**src/rtl/apb_slave_mux_pkg.sv**
```systemverilog
// Shared definitions for the APB slave mux: FSM states, the read data returned on
// an unmapped or timed-out access, and a constant-width helper.
package apb_slave_mux_pkg;

    typedef enum logic [1:0] {
        IDLE,
        SETUP,
        ACCESS,
        RESP
    } state_e;

    localparam int unsigned MISS_RDATA = 0;

    function automatic int clog2(input int value);
        int r;
        r = 0;
        for (int i = 0; i < 31; i++) begin
            if ((1 << i) < value) r = i + 1;
        end
        return r;
    endfunction

endpackage

```
**src/rtl/apb_slave_mux_decoder.sv**
```systemverilog
// Combinational APB address decoder: splits the mapped window into 2**SLAVE_ADDR_BITS
// regions and reports the region index plus whether it lands on an existing slave.
module apb_addr_decoder #(
    parameter int                    ADDR_WIDTH      = 32,
    parameter int                    NUM_SLAVES      = 4,
    parameter logic [ADDR_WIDTH-1:0] BASE_ADDR       = '0,
    parameter int                    SLAVE_ADDR_BITS = 12,
    parameter int                    IDX_W           = 2
) (
    input  logic [ADDR_WIDTH-1:0] paddr_i,
    output logic [IDX_W-1:0]      idx_o,
    output logic                  hit_o
);

    logic [ADDR_WIDTH-1:0] offset;
    logic [ADDR_WIDTH-1:0] region;

    assign offset = paddr_i - BASE_ADDR;
    assign region = offset >> SLAVE_ADDR_BITS;
    assign idx_o  = region[IDX_W-1:0];
    // Below-base addresses would wrap the subtraction, so they are rejected first.
    assign hit_o  = (paddr_i >= BASE_ADDR) && (region < ADDR_WIDTH'(NUM_SLAVES));

endmodule

```
**src/rtl/apb_slave_mux.sv**
```systemverilog
// Fans one APB master port out to NUM_SLAVES peripherals; transfers take SETUP+ACCESS+wait states, response held until the master completes.
// Unmapped addresses answer PSLVERR after one cycle; define APB_SLAVE_MUX_TIMEOUT_EN to bound the ACCESS phase.
module apb_slave_mux
    import apb_slave_mux_pkg::*;
#(
    parameter int                    ADDR_WIDTH      = 32,
    parameter int                    DATA_WIDTH      = 32,
    parameter int                    NUM_SLAVES      = 4,
    parameter logic [ADDR_WIDTH-1:0] BASE_ADDR       = '0,
`ifdef APB_SLAVE_MUX_TIMEOUT_EN
    parameter int                    TIMEOUT_CYCLES  = 256,
`endif
    parameter int                    SLAVE_ADDR_BITS = 12
) (
    input  logic                             axi_aclk,
    input  logic                             axi_areset,
    input  logic                             s_psel,
    input  logic                             s_penable,
    input  logic                             s_pwrite,
    input  logic [ADDR_WIDTH-1:0]            s_paddr,
    input  logic [DATA_WIDTH-1:0]            s_pwdata,
    output logic [DATA_WIDTH-1:0]            s_prdata,
    output logic                             s_pready,
    output logic                             s_pslverr,
    output logic [NUM_SLAVES-1:0]            m_psel,
    output logic                             m_penable,
    output logic                             m_pwrite,
    output logic [ADDR_WIDTH-1:0]            m_paddr,
    output logic [DATA_WIDTH-1:0]            m_pwdata,
    input  logic [NUM_SLAVES*DATA_WIDTH-1:0] m_prdata,
    input  logic [NUM_SLAVES-1:0]            m_pready,
    input  logic [NUM_SLAVES-1:0]            m_pslverr
);

    localparam int IDX_W = (NUM_SLAVES > 1) ? clog2(NUM_SLAVES) : 1;

    state_e                  state_q, state_d;
    logic [IDX_W-1:0]        idx_q, idx_d;
    logic [NUM_SLAVES-1:0]   m_psel_q, m_psel_d;
    logic                    m_penable_q, m_penable_d;
    logic                    m_pwrite_q, m_pwrite_d;
    logic [ADDR_WIDTH-1:0]   m_paddr_q, m_paddr_d;
    logic [DATA_WIDTH-1:0]   m_pwdata_q, m_pwdata_d;
    logic [DATA_WIDTH-1:0]   s_prdata_q, s_prdata_d;
    logic                    s_pready_q, s_pready_d;
    logic                    s_pslverr_q, s_pslverr_d;

    logic [IDX_W-1:0]        dec_idx;
    logic                    dec_hit;
    logic [NUM_SLAVES-1:0]   sel_oh;
    logic [DATA_WIDTH-1:0]   slv_rdata;
    logic                    slv_ready;
    logic                    slv_err;

`ifdef APB_SLAVE_MUX_TIMEOUT_EN
    localparam int CNT_W = (clog2(TIMEOUT_CYCLES) > 0) ? clog2(TIMEOUT_CYCLES) : 1;
    logic [CNT_W-1:0]        cnt_q, cnt_d;
`endif

    apb_addr_decoder #(
        .ADDR_WIDTH      (ADDR_WIDTH),
        .NUM_SLAVES      (NUM_SLAVES),
        .BASE_ADDR       (BASE_ADDR),
        .SLAVE_ADDR_BITS (SLAVE_ADDR_BITS),
        .IDX_W           (IDX_W)
    ) u_decoder (
        .paddr_i (s_paddr),
        .idx_o   (dec_idx),
        .hit_o   (dec_hit)
    );

    always_comb begin
        sel_oh = '0;
        for (int i = 0; i < NUM_SLAVES; i++) begin
            sel_oh[i] = (idx_q == IDX_W'(i));
        end
    end

    assign slv_rdata = m_prdata[int'(idx_q)*DATA_WIDTH +: DATA_WIDTH];
    assign slv_ready = m_pready[idx_q];
    assign slv_err   = m_pslverr[idx_q];

    always_comb begin
        state_d     = state_q;
        idx_d       = idx_q;
        m_psel_d    = m_psel_q;
        m_penable_d = m_penable_q;
        m_pwrite_d  = m_pwrite_q;
        m_paddr_d   = m_paddr_q;
        m_pwdata_d  = m_pwdata_q;
        s_prdata_d  = s_prdata_q;
        s_pready_d  = s_pready_q;
        s_pslverr_d = s_pslverr_q;
`ifdef APB_SLAVE_MUX_TIMEOUT_EN
        cnt_d       = cnt_q;
`endif
        case (state_q)
            IDLE: begin
                m_psel_d    = '0;
                m_penable_d = 1'b0;
                s_pready_d  = 1'b0;
                if (s_psel) begin
                    idx_d      = dec_idx;
                    m_pwrite_d = s_pwrite;
                    m_paddr_d  = s_paddr;
                    m_pwdata_d = s_pwdata;
                    if (dec_hit) begin
                        state_d = SETUP;
                    end else begin
                        state_d     = RESP;
                        s_prdata_d  = DATA_WIDTH'(MISS_RDATA);
                        s_pslverr_d = 1'b1;
                    end
                end
            end
            SETUP: begin
                m_psel_d    = sel_oh;
                m_penable_d = 1'b0;
                state_d     = ACCESS;
`ifdef APB_SLAVE_MUX_TIMEOUT_EN
                cnt_d       = '0;
`endif
            end
            ACCESS: begin
                m_psel_d    = sel_oh;
                m_penable_d = 1'b1;
                // The slave only sees PENABLE once m_penable_q is up, so pready counts from then.
                if (m_penable_q && slv_ready) begin
                    m_psel_d    = '0;
                    m_penable_d = 1'b0;
                    s_prdata_d  = m_pwrite_q ? '0 : slv_rdata;
                    s_pslverr_d = slv_err;
                    s_pready_d  = 1'b1;
                    state_d     = RESP;
                end
`ifdef APB_SLAVE_MUX_TIMEOUT_EN
                else if (m_penable_q) begin
                    if (cnt_q == CNT_W'(TIMEOUT_CYCLES - 1)) begin
                        m_psel_d    = '0;
                        m_penable_d = 1'b0;
                        s_prdata_d  = DATA_WIDTH'(MISS_RDATA);
                        s_pslverr_d = 1'b1;
                        s_pready_d  = 1'b1;
                        state_d     = RESP;
                    end else begin
                        cnt_d = cnt_q + 1'b1;
                    end
                end
`endif
            end
            RESP: begin
                s_pready_d = 1'b1;
                if (!s_psel || (s_penable && s_pready_q)) begin
                    s_pready_d = 1'b0;
                    state_d    = IDLE;
                end
            end
            default: state_d = IDLE;
        endcase
    end

    always_ff @(posedge axi_aclk) begin
        if (axi_areset) begin
            state_q     <= IDLE;
            idx_q       <= '0;
            m_psel_q    <= '0;
            m_penable_q <= 1'b0;
            m_pwrite_q  <= 1'b0;
            m_paddr_q   <= '0;
            m_pwdata_q  <= '0;
            s_prdata_q  <= '0;
            s_pready_q  <= 1'b0;
            s_pslverr_q <= 1'b0;
`ifdef APB_SLAVE_MUX_TIMEOUT_EN
            cnt_q       <= '0;
`endif
        end else begin
            state_q     <= state_d;
            idx_q       <= idx_d;
            m_psel_q    <= m_psel_d;
            m_penable_q <= m_penable_d;
            m_pwrite_q  <= m_pwrite_d;
            m_paddr_q   <= m_paddr_d;
            m_pwdata_q  <= m_pwdata_d;
            s_prdata_q  <= s_prdata_d;
            s_pready_q  <= s_pready_d;
            s_pslverr_q <= s_pslverr_d;
`ifdef APB_SLAVE_MUX_TIMEOUT_EN
            cnt_q       <= cnt_d;
`endif
        end
    end

    assign m_psel    = m_psel_q;
    assign m_penable = m_penable_q;
    assign m_pwrite  = m_pwrite_q;
    assign m_paddr   = m_paddr_q;
    assign m_pwdata  = m_pwdata_q;
    assign s_prdata  = s_prdata_q;
    assign s_pready  = s_pready_q;
    assign s_pslverr = s_pslverr_q;

endmodule

```
**config.mk**
```make
export PLATFORM = sky130hd
export DESIGN_NAME = apb_slave_mux
export DESIGN_NICKNAME = d
export VERILOG_FILES = /design/src/rtl/apb_slave_mux_pkg.sv /design/src/rtl/apb_slave_mux_decoder.sv /design/src/rtl/apb_slave_mux.sv
export SDC_FILE = /design/constraint.sdc
export NUM_CORES = 1
export LEC_CHECK = 0
export CAP_MARGIN = 20
export CORE_AREA = 2 2 122 124
export DETAILED_ROUTE_END_ITERATION = 12
export DIE_AREA = 0 0 124 126
export PLACE_DENSITY = 0.76
export SYNTH_ARGS = -nofsm -noshare
export SYNTH_HDL_FRONTEND = slang
export SYNTH_SLANG_ARGS = --single-unit
```
**constraint.sdc**
```tcl
create_clock -name axi_aclk -period 4.1 [get_ports axi_aclk]
set_input_delay 0.82 -clock axi_aclk [delete_from_list [all_inputs] [get_ports axi_aclk]]
set_output_delay 0.82 -clock axi_aclk [all_outputs]
set_load 0.005 [all_outputs]
```
==> results.toml, run 1 <==
[outcome]
status = "finished clean"

[power_and_ir_drop]
p_leak_nw = 2.88
p_int_mw = 2.65
p_switching_mw = 1.28
pwr-share-seq = 0.343
p_per_area_nw_per_um2 = 466
ir_drop_v = 0.000345
swShare = 0.326
combPwrFrac = 0.409
power.share.clock = 0.248

[synth]
synth_nets = 752
synth_ff_type = "dfxtp_1"
synth.largest_area_cell = "dfxtp_1"
syn_inst = 541
netlist_area_um2 = 4950
synth_common_cells = "137 x nand2_1, 106 x dfxtp_1, 68 x a21oi_1, 39 x inv_1, 35 x nand3_1"
synth_edf_count = 0
syn_area_per_cell_um2 = 9.15
synth_top_area_share = 0.428
synth_area_leaders = "dfxtp_1 43%, mux4_2 15%, nand2_1 10%, a21oi_1 6.9%, o32ai_1 5.5%"
synth_cell_types = 38
yosysSeqAreaShare = 0.428
synthArstFlopShare = 0
yosysWarningCount = 0
synth_most_common_cell = "nand2_1"
synth_seq_cells = 106

[die]
dieArea_um2 = 15600
placementRows = 44
die_x_um = 124
die_h_um = 126
core-area_um2 = 14300
start_util = 0.346
ioPinCount = 309

[critical_path]
worstSetupStartpointType = "flip-flop"
path_cells = "clkdlybuf4s50_1"
crit_path_end_kind = "output port"
crit_family = "flip-flops"
worstSetupPathType = "reg -> out"
crit_slowest_cell = "dfxtp_2"
critical_path_required_ns = 3.28
worst-path-buf-inv = 1
rr_worst_depth = 4
cp.arrival_ns = 1.71
crit_fanout = 25
critPathMaxStageDelay_ns = 0.74
path_depth = 1

[timing]
finalMaxSlewViolations = 0
tns_ns = 0
fmax_ghz = 0.395
worstMarginPinSlew_ns = 0.808
finalClockSkew_ns = 0.00600
rsz0062_at_grt = "no"
final_hold_viol_count = 0
finalCritPeriodShare = 0.618
period_minus_slack_ns = 2.53
slew_headroom = 0.461
setup_viol = 0

[detailed_routing]
remaining_drc_errors = 0
first_pass_iters = 4
wl_per_cell_um = 16.6
routed_via_density = 4.91
ant_nets = 0
finalWirelength_um = 16800
vias = 4963
drtIter0Drc = 338

[final_layout]
antenna_cells = 0
final_nets = 1033
final_util = 0.590
fillers = 1265
stdcell_area_um2 = 8450
layout-drive-gt1-share = 0.0834
area_growth_pct = 70.5

[place]
portBuffers = 308
routabilityCongestion = 0.846
dp_hpwl_um = 12500
placed_area_um2 = 8110

[clock_network]
cts_setup_buffers = 0
htree_num_levels = 3
clk_pin_slew_worst_paths_ns = 0.07
clock-sinks = 106
ctsHoldBuffers = 0
cts_made_buffers = 9
clock_latency_ns = 0.35
cts_resized = 0
cts_root_buf = "clkbuf_16"
cts_max_path_buffers = 2
cts_tree = "built"

[global_route]
grt_pass1_vias = 4848
grt-ovfl-total = 0
grt_use_total = 0.210
grt_pass1_wl_um = 25400
grt_max_degree = 73
antenna_found_initial = 0

[worst_hold_path]
hp-class = "reg -> reg"
whs_path_depth = 2

[job]
cap_violations = 0
==> through the flow <==
stage | hold slack [ns] | std cells | worst slack [ns] | total power, mW
after CTS | 0.455 | 1011 | 1.57 | 3.98
after global placement | 0.438 | 995 | 1.33 | 2.97
final | 0.454 | 1011 | 1.57 | 3.94
after global routing | 0.472 | 1011 | 1.52 | 4.18
after detailed placement | 0.446 | 995 | 1.32 | 2.99
after floorplan | 0.449 | 541 | 2.11 | 2.26
==> final timing paths <==
check	slack [ns]	startpoint	end
worst max-delay path	1.57	m_paddr[13]$_SDFFE_PP0P_	m_paddr[13]
worst min-delay path	0.45	m_psel[3]$_SDFFE_PP0P_	m_psel[3]$_SDFFE_PP0P_
worst max register to register	1.87	idx_q[0]$_SDFFE_PP0P_	s_pslverr$_SDFFE_PP0P_
worst min register to register	0.45	m_psel[3]$_SDFFE_PP0P_	m_psel[3]$_SDFFE_PP0P_
==> tightest hold or removal path: cells and delay by family (launching register included) <==
kind             cells  cell delay (ns)
AO/OA/AOI/OAI        1             0.05
flip-flops           1             0.33
AND/OR/NAND/NOR      1             0.04
==> area by class of cell <==
class,count,area [µm²],area share
Clock buffer,11,233,0.0276
Clock inverter,5,103,0.0121
Inverter,39,146,0.0173
Multi-Input combinational cell,349,2460,0.291
Sequential cell,106,2120,0.252
Tap cell,184,230,0.0273
Timing Repair Buffer,317,3150,0.373
==> flip-flops by register name, indices dropped and copies added (netlist names), 2 cells and up <==
register,count
state_q,2
m_paddr,31
s_prdata,32
m_psel,4
m_pwdata,32
==> layout by cell type (no fill, tap or decap), drive strengths merged, types with 6 or more instances in the layout <==
master / instances
ha: 6
clkbuf: 11
clkdlybuf4s50: 307
o32ai: 32
dfxtp: 106
buf: 10
inv: 39
a21oi: 68
nand3: 35
nand2: 137
mux4: 33
==> cells by family (layout without fill, tap and decap cells) <==
logic type | Yosys count | count (layout) | synth area share
adder cells (fa/ha/maj) | 6 | 6 | 0.0152
buffers and inverters | 86 | 372 | 0.0801
AND/OR/NAND/NOR | 192 | 192 | 0.166
flip-flops | 106 | 106 | 0.429
AO/OA/AOI/OAI | 116 | 116 | 0.156
multiplexers | 35 | 35 | 0.154
==> metal layers <==
metal / GRT usage / vias up / wire length, µm
li1: - / 2468 / -
met3: 0.0747 / 34 / 1430
met5: 0 / - / 0
met4: 0.0694 / 0 / 429
met2: 0.348 / 176 / 8190
met1: 0.253 / 2285 / 6750
==> power groups by stage <==
stage | registers (mW) | clock network (mW) | logic [mW]
CTS | 1.35 | 1.00 | 1.62
global placement | 1.36 | 0 | 1.61
floorplan | 1.35 | 0 | 0.904
finish | 1.35 | 0.976 | 1.61
global route | 1.37 | 1.04 | 1.77
detailed placement | 1.37 | 0 | 1.62
Note: power is estimated with default switching activity, not from simulation.
==> run 2, diff against run 1 <==
--- a/config.mk
+++ b/config.mk
@@ -6,10 +6,10 @@
 export NUM_CORES = 1
 export LEC_CHECK = 0
 export CAP_MARGIN = 20
-export CORE_AREA = 2 2 122 124
+export CORE_MARGIN = 2
+export CORE_UTILIZATION = 34
 export DETAILED_ROUTE_END_ITERATION = 12
-export DIE_AREA = 0 0 124 126
-export PLACE_DENSITY = 0.76
+export PLACE_DENSITY = 0.78
 export SYNTH_ARGS = -nofsm -noshare
 export SYNTH_HDL_FRONTEND = slang
 export SYNTH_SLANG_ARGS = --single-unit
==> constraint.sdc (replaced) <==
create_clock -name axi_aclk -period 2.3 [get_ports axi_aclk]
set_input_delay 0.46 -clock axi_aclk [delete_from_list [all_inputs] [get_ports axi_aclk]]
set_output_delay 0.46 -clock axi_aclk [all_outputs]
set_load 0.005 [all_outputs]
==> results.toml, run 2 (synthesis gave the netlist of run 1 again) <==
[outcome]
status = "finished clean"

[detailed_routing]
vias = 5098
drtIter0Drc = 324
wl_per_cell_um = 16.6
ant_nets = 0
routed_via_density = 5.02
remaining_drc_errors = 0
first_pass_iters = 5
finalWirelength_um = 16800

[power_and_ir_drop]
p_per_area_nw_per_um2 = 823
ir_drop_v = 0.000590
p_leak_nw = 2.91

[final_layout]
stdcell_count = 1016
antenna_cells = 0
stdcell_area_um2 = 8540
layout_commonest_cell = "clkdlybuf4s50_1"
final_util = 0.594
layout-drive-gt1-share = 0.0913
area_growth_pct = 72.4
final_nets = 1038
layout_common_cells = "307 x clkdlybuf4s50_1, 136 x nand2_1, 104 x dfxtp_1"

[timing]
finalCritPeriodShare = 0.938
final_hold_viol_count = 0
setup_viol = 0
worstMarginPinSlew_ns = 0.590
rsz0062_at_grt = "no"
tns_ns = 0
slew_headroom = 0.607
hold_slack_ns = 0.450
period_minus_slack_ns = 2.16
finalMaxSlewViolations = 0
fmax_ghz = 0.464
finalClockSkew_ns = 0.00845

[die]
dieArea_um2 = 15500
start_util = 0.345
die_x_um = 125
die_h_um = 125
core-area_um2 = 14400
ioPinCount = 309
placementRows = 44

[clock_network]
cts_made_buffers = 9
cts_setup_buffers = 0
ctsHoldBuffers = 0
cts_tree = "built"
cts_resized = 0
clock_latency_ns = 0.35
htree_num_levels = 3
cts_max_path_buffers = 2
cts_root_buf = "clkbuf_16"
clock-sinks = 106
clk_pin_slew_worst_paths_ns = 0.07

[critical_path]
critical_path_required_ns = 1.84
crit_family = "buffers and inverters"
cp.arrival_ns = 1.70
worstSetupPathType = "reg -> out"
crit_fanout = 29
r2r_slack_ns = 0.47
worst-path-buf-inv = 2
critPathMaxStageDelay_ns = 0.56
worstSetupStartpointType = "flip-flop"
crit_path_end_kind = "output port"
path_cells = "buf_12 -> clkdlybuf4s50_1"
crit_slowest_cell = "dfxtp_2"

[global_route]
grt_pass1_wl_um = 27000
grt-ovfl-total = 0
grt_pass1_vias = 5099
grt_max_degree = 58
grt_use_total = 0.217
antenna_found_initial = 0

[worst_hold_path]
hp-class = "reg -> reg"

[place]
routabilityCongestion = 0.881
dp_cells = 1000
portBuffers = 308
dp_hpwl_um = 13000
placed_area_um2 = 8240

[job]
cap_violations = 0
## run 2: changes by cell type in the layout (fill, tap and decap cells not counted)
| cell | previous run | this run |
|---|---|---|
| buf_4 | 10 | 8 |
| clkinvlp_4 | 1 | 2 |
| bufinv_16 | 3 | 1 |
| buf_12 | 0 | 7 |
| clkinv_4 | 0 | 1 |
| inv_6 | 0 | 2 |
| clkbuf_1 | 2 | 0 |
## run 2: worst paths after layout
kind,start,to,depth (start not counted)
setup / recovery,m_paddr[13]$_SDFFE_PP0P_,m_paddr[13],2
hold / removal,m_pwdata[22]$_SDFFE_PP0P_,m_pwdata[22]$_SDFFE_PP0P_,2
setup reg to reg,state_q[0]$_SDFFE_PP0P_,s_prdata[24]$_SDFFE_PP0P_,6
hold reg to reg,m_pwdata[22]$_SDFFE_PP0P_,m_pwdata[22]$_SDFFE_PP0P_,2
## run 2: layout make-up
| class | instances | area, µm² |
|---|---|---|
| multi-input cells | 349 | 2460 |
| repair buffers | 322 | 3270 |
| fillers | 1226 | 5830 |
| flip-flops and latches | 106 | 2120 |
| well taps | 184 | 230 |
| inverters | 39 | 146 |
| clock buffers | 9 | 225 |
| clock inverters | 7 | 76.3 |
## run 2: power by group
part / internal, mW / switching [mW]
Combinational: 1.64 / 1.45
Sequential: 2.17 / 0.200
Clock: 0.852 / 0.709
Total: 4.67 / 2.36
## run 2: worst min-delay path: stages, from the launching register on
cell	delay (ns)
dfxtp_1	0.31
nand2_1	0.05
a21oi_1	0.05
## run 2: routing by layer
layer | GRT usage | share of wire | vias up
li1 | - | - | 2479
met4 | 0.0892 | 0.032 | 0
met5 | 0 | 0 | -
met2 | 0.364 | 0.50 | 196
met3 | 0.0713 | 0.081 | 37
met1 | 0.256 | 0.39 | 2386
## run 2: per-stage QoR
stage	worst slack, ns	total power [mW]
floorplan	0.643	4.03
global placement	0.0337	5.49
detailed placement	-0.0719	5.52
CTS	0.121	7.11
global route	0.0709	7.47
finish	0.143	7.03
==> run 3, diff against run 2 <==
--- a/config.mk
+++ b/config.mk
@@ -6,7 +6,6 @@
 export NUM_CORES = 1
 export LEC_CHECK = 0
 export CAP_MARGIN = 20
-export CORE_MARGIN = 2
 export CORE_UTILIZATION = 34
 export DETAILED_ROUTE_END_ITERATION = 12
 export PLACE_DENSITY = 0.78
==> results.toml, run 3 (synthesis gave the netlist of run 1 again) <==
[outcome]
status = "finished clean"

[critical_path]
critPathMaxStageDelay_ns = 0.43
worstSetupPathType = "in -> reg"
crit_path_end_kind = "flip-flop"
cp.arrival_ns = 2.22
crit_family = "compound AO/OA/AOI/OAI gates"
critical_path_required_ns = 2.54
worstSetupStartpointType = "input port"
crit_slowest_cell = "clkdlybuf4s50_1"
worst-path-buf-inv = 2
path_cells = "clkdlybuf4s50_1 -> nor4_2 -> nand3_1 -> o311a_4 -> buf_12 -> o32ai_1"
crit_fanout = 25

[power_and_ir_drop]
totalPowerFinal_mw = 7.05
p_leak_nw = 2.93
ir_drop_v = 0.000475
p_per_area_nw_per_um2 = 824

[clock_network]
htree_num_levels = 3
cts_made_buffers = 9
clock_latency_ns = 0.34
ctsHoldBuffers = 0
cts_root_buf = "clkbuf_16"
cts_max_path_buffers = 2
cts_setup_buffers = 0
cts_tree = "built"
clock-sinks = 106
cts_resized = 0
clk_pin_slew_worst_paths_ns = 0.07

[global_route]
grt-ovfl-total = 0
grt_pass1_wl_um = 25200
grt_max_degree = 69
antenna_found_initial = 0
grt_pass1_vias = 4908
grt_use_total = 0.217

[final_layout]
layout-drive-gt1-share = 0.0946
stdcell_count = 1015
layout_commonest_cell = "clkdlybuf4s50_1"
area_growth_pct = 72.8
final_nets = 1041
antenna_cells = 0
fillers = 1212
layout_common_cells = "307 x clkdlybuf4s50_1, 136 x nand2_1, 104 x dfxtp_1"

[die]
start_util = 0.353
dieArea_um2 = 15100
ioPinCount = 309
die_h_um = 123
placementRows = 43
core-area_um2 = 14000
die_x_um = 123

[place]
portBuffers = 308
dp_hpwl_um = 12500
dp_cells = 999
routabilityCongestion = 0.822

[timing]
rsz0062_at_grt = "no"
period_minus_slack_ns = 1.98
finalMaxSlewViolations = 0
worstMarginPinSlew_ns = 0.435
fmax_ghz = 0.505
slew_headroom = 0.710
finalClockSkew_ns = 0.00545
setup_viol = 0
finalCritPeriodShare = 0.861
final_hold_viol_count = 0

[detailed_routing]
routed_via_density = 4.97
wl_per_cell_um = 16.3
ant_nets = 0
drtIter0Drc = 305
vias = 5042
first_pass_iters = 4
remaining_drc_errors = 0
finalWirelength_um = 16500

[worst_hold_path]
hp-class = "reg -> reg"

[job]
cap_violations = 0
[run 3: cell types whose count changed in the layout (fill, tap and decap cells not counted), sizes merged]
cell      change
buf           +3
clkbuf        +1
clkinv        +1
clkinvlp      -1
inv           -1
[run 3: final cells by class]
class / instances / area, µm² / area share
multi-input cells: 349 / 2460 / 0.288
inverters: 39 / 146 / 0.0171
clock inverters: 6 / 65.1 / 0.00760
well taps: 180 / 225 / 0.0263
repair buffers: 325 / 3300 / 0.385
flip-flops and latches: 106 / 2120 / 0.248
clock buffers: 10 / 239 / 0.0279
[run 3: per-stage QoR]
stage,hold slack [ns],worst slack [ns],cell area (µm²),setup TNS (ns),utilization
floorplan,0.449,0.643,4950,0,-
global placement,0.441,0.0229,8250,0,0.588
detailed placement,0.446,-0.0760,8250,-0.520,0.588
CTS,0.455,0.285,8560,0,0.609
global route,0.471,0.186,8560,0,0.609
finish,0.453,0.319,8560,0,0.609
[run 3: final timing paths]
| check | startpoint | endpoint | slack [ns] | cells past startpoint |
|---|---|---|---|---|
| setup / recovery | s_paddr[26] | s_prdata[27]$_SDFFE_PP0P_ | 0.32 | 6 |
| hold reg to reg | m_pwdata[30]$_SDFFE_PP0P_ | m_pwdata[30]$_SDFFE_PP0P_ | 0.45 | 2 |
| hold / removal | m_pwdata[30]$_SDFFE_PP0P_ | m_pwdata[30]$_SDFFE_PP0P_ | 0.45 | 2 |
| setup reg to reg | state_q[0]$_SDFFE_PP0P_ | s_prdata[1]$_SDFFE_PP0P_ | 0.40 | 7 |
[run 3: worst min-delay path: cells and delay by family, from the launching register on]
kind / cells / cell delay [ns]
compound gates: 1 / 0.05
simple gates: 1 / 0.05
flops: 1 / 0.31
[run 3: routing by layer]
| metal | GRT usage | part of all wire | wire [µm] | up-vias |
|---|---|---|---|---|
| met4 | 0.0625 | 0.019 | 313 | 0 |
| met2 | 0.380 | 0.50 | 8260 | 190 |
| met5 | 0 | 0 | 0 | - |
| met3 | 0.0748 | 0.093 | 1530 | 23 |
| li1 | - | - | - | 2483 |
| met1 | 0.249 | 0.39 | 6400 | 2346 |
[run 3: power by group]
part	internal, mW	switching (mW)	total (mW)
registers	2.17	0.204	2.38
clock network	0.876	0.680	1.56
logic	1.66	1.45	3.11
total	4.71	2.34	7.05
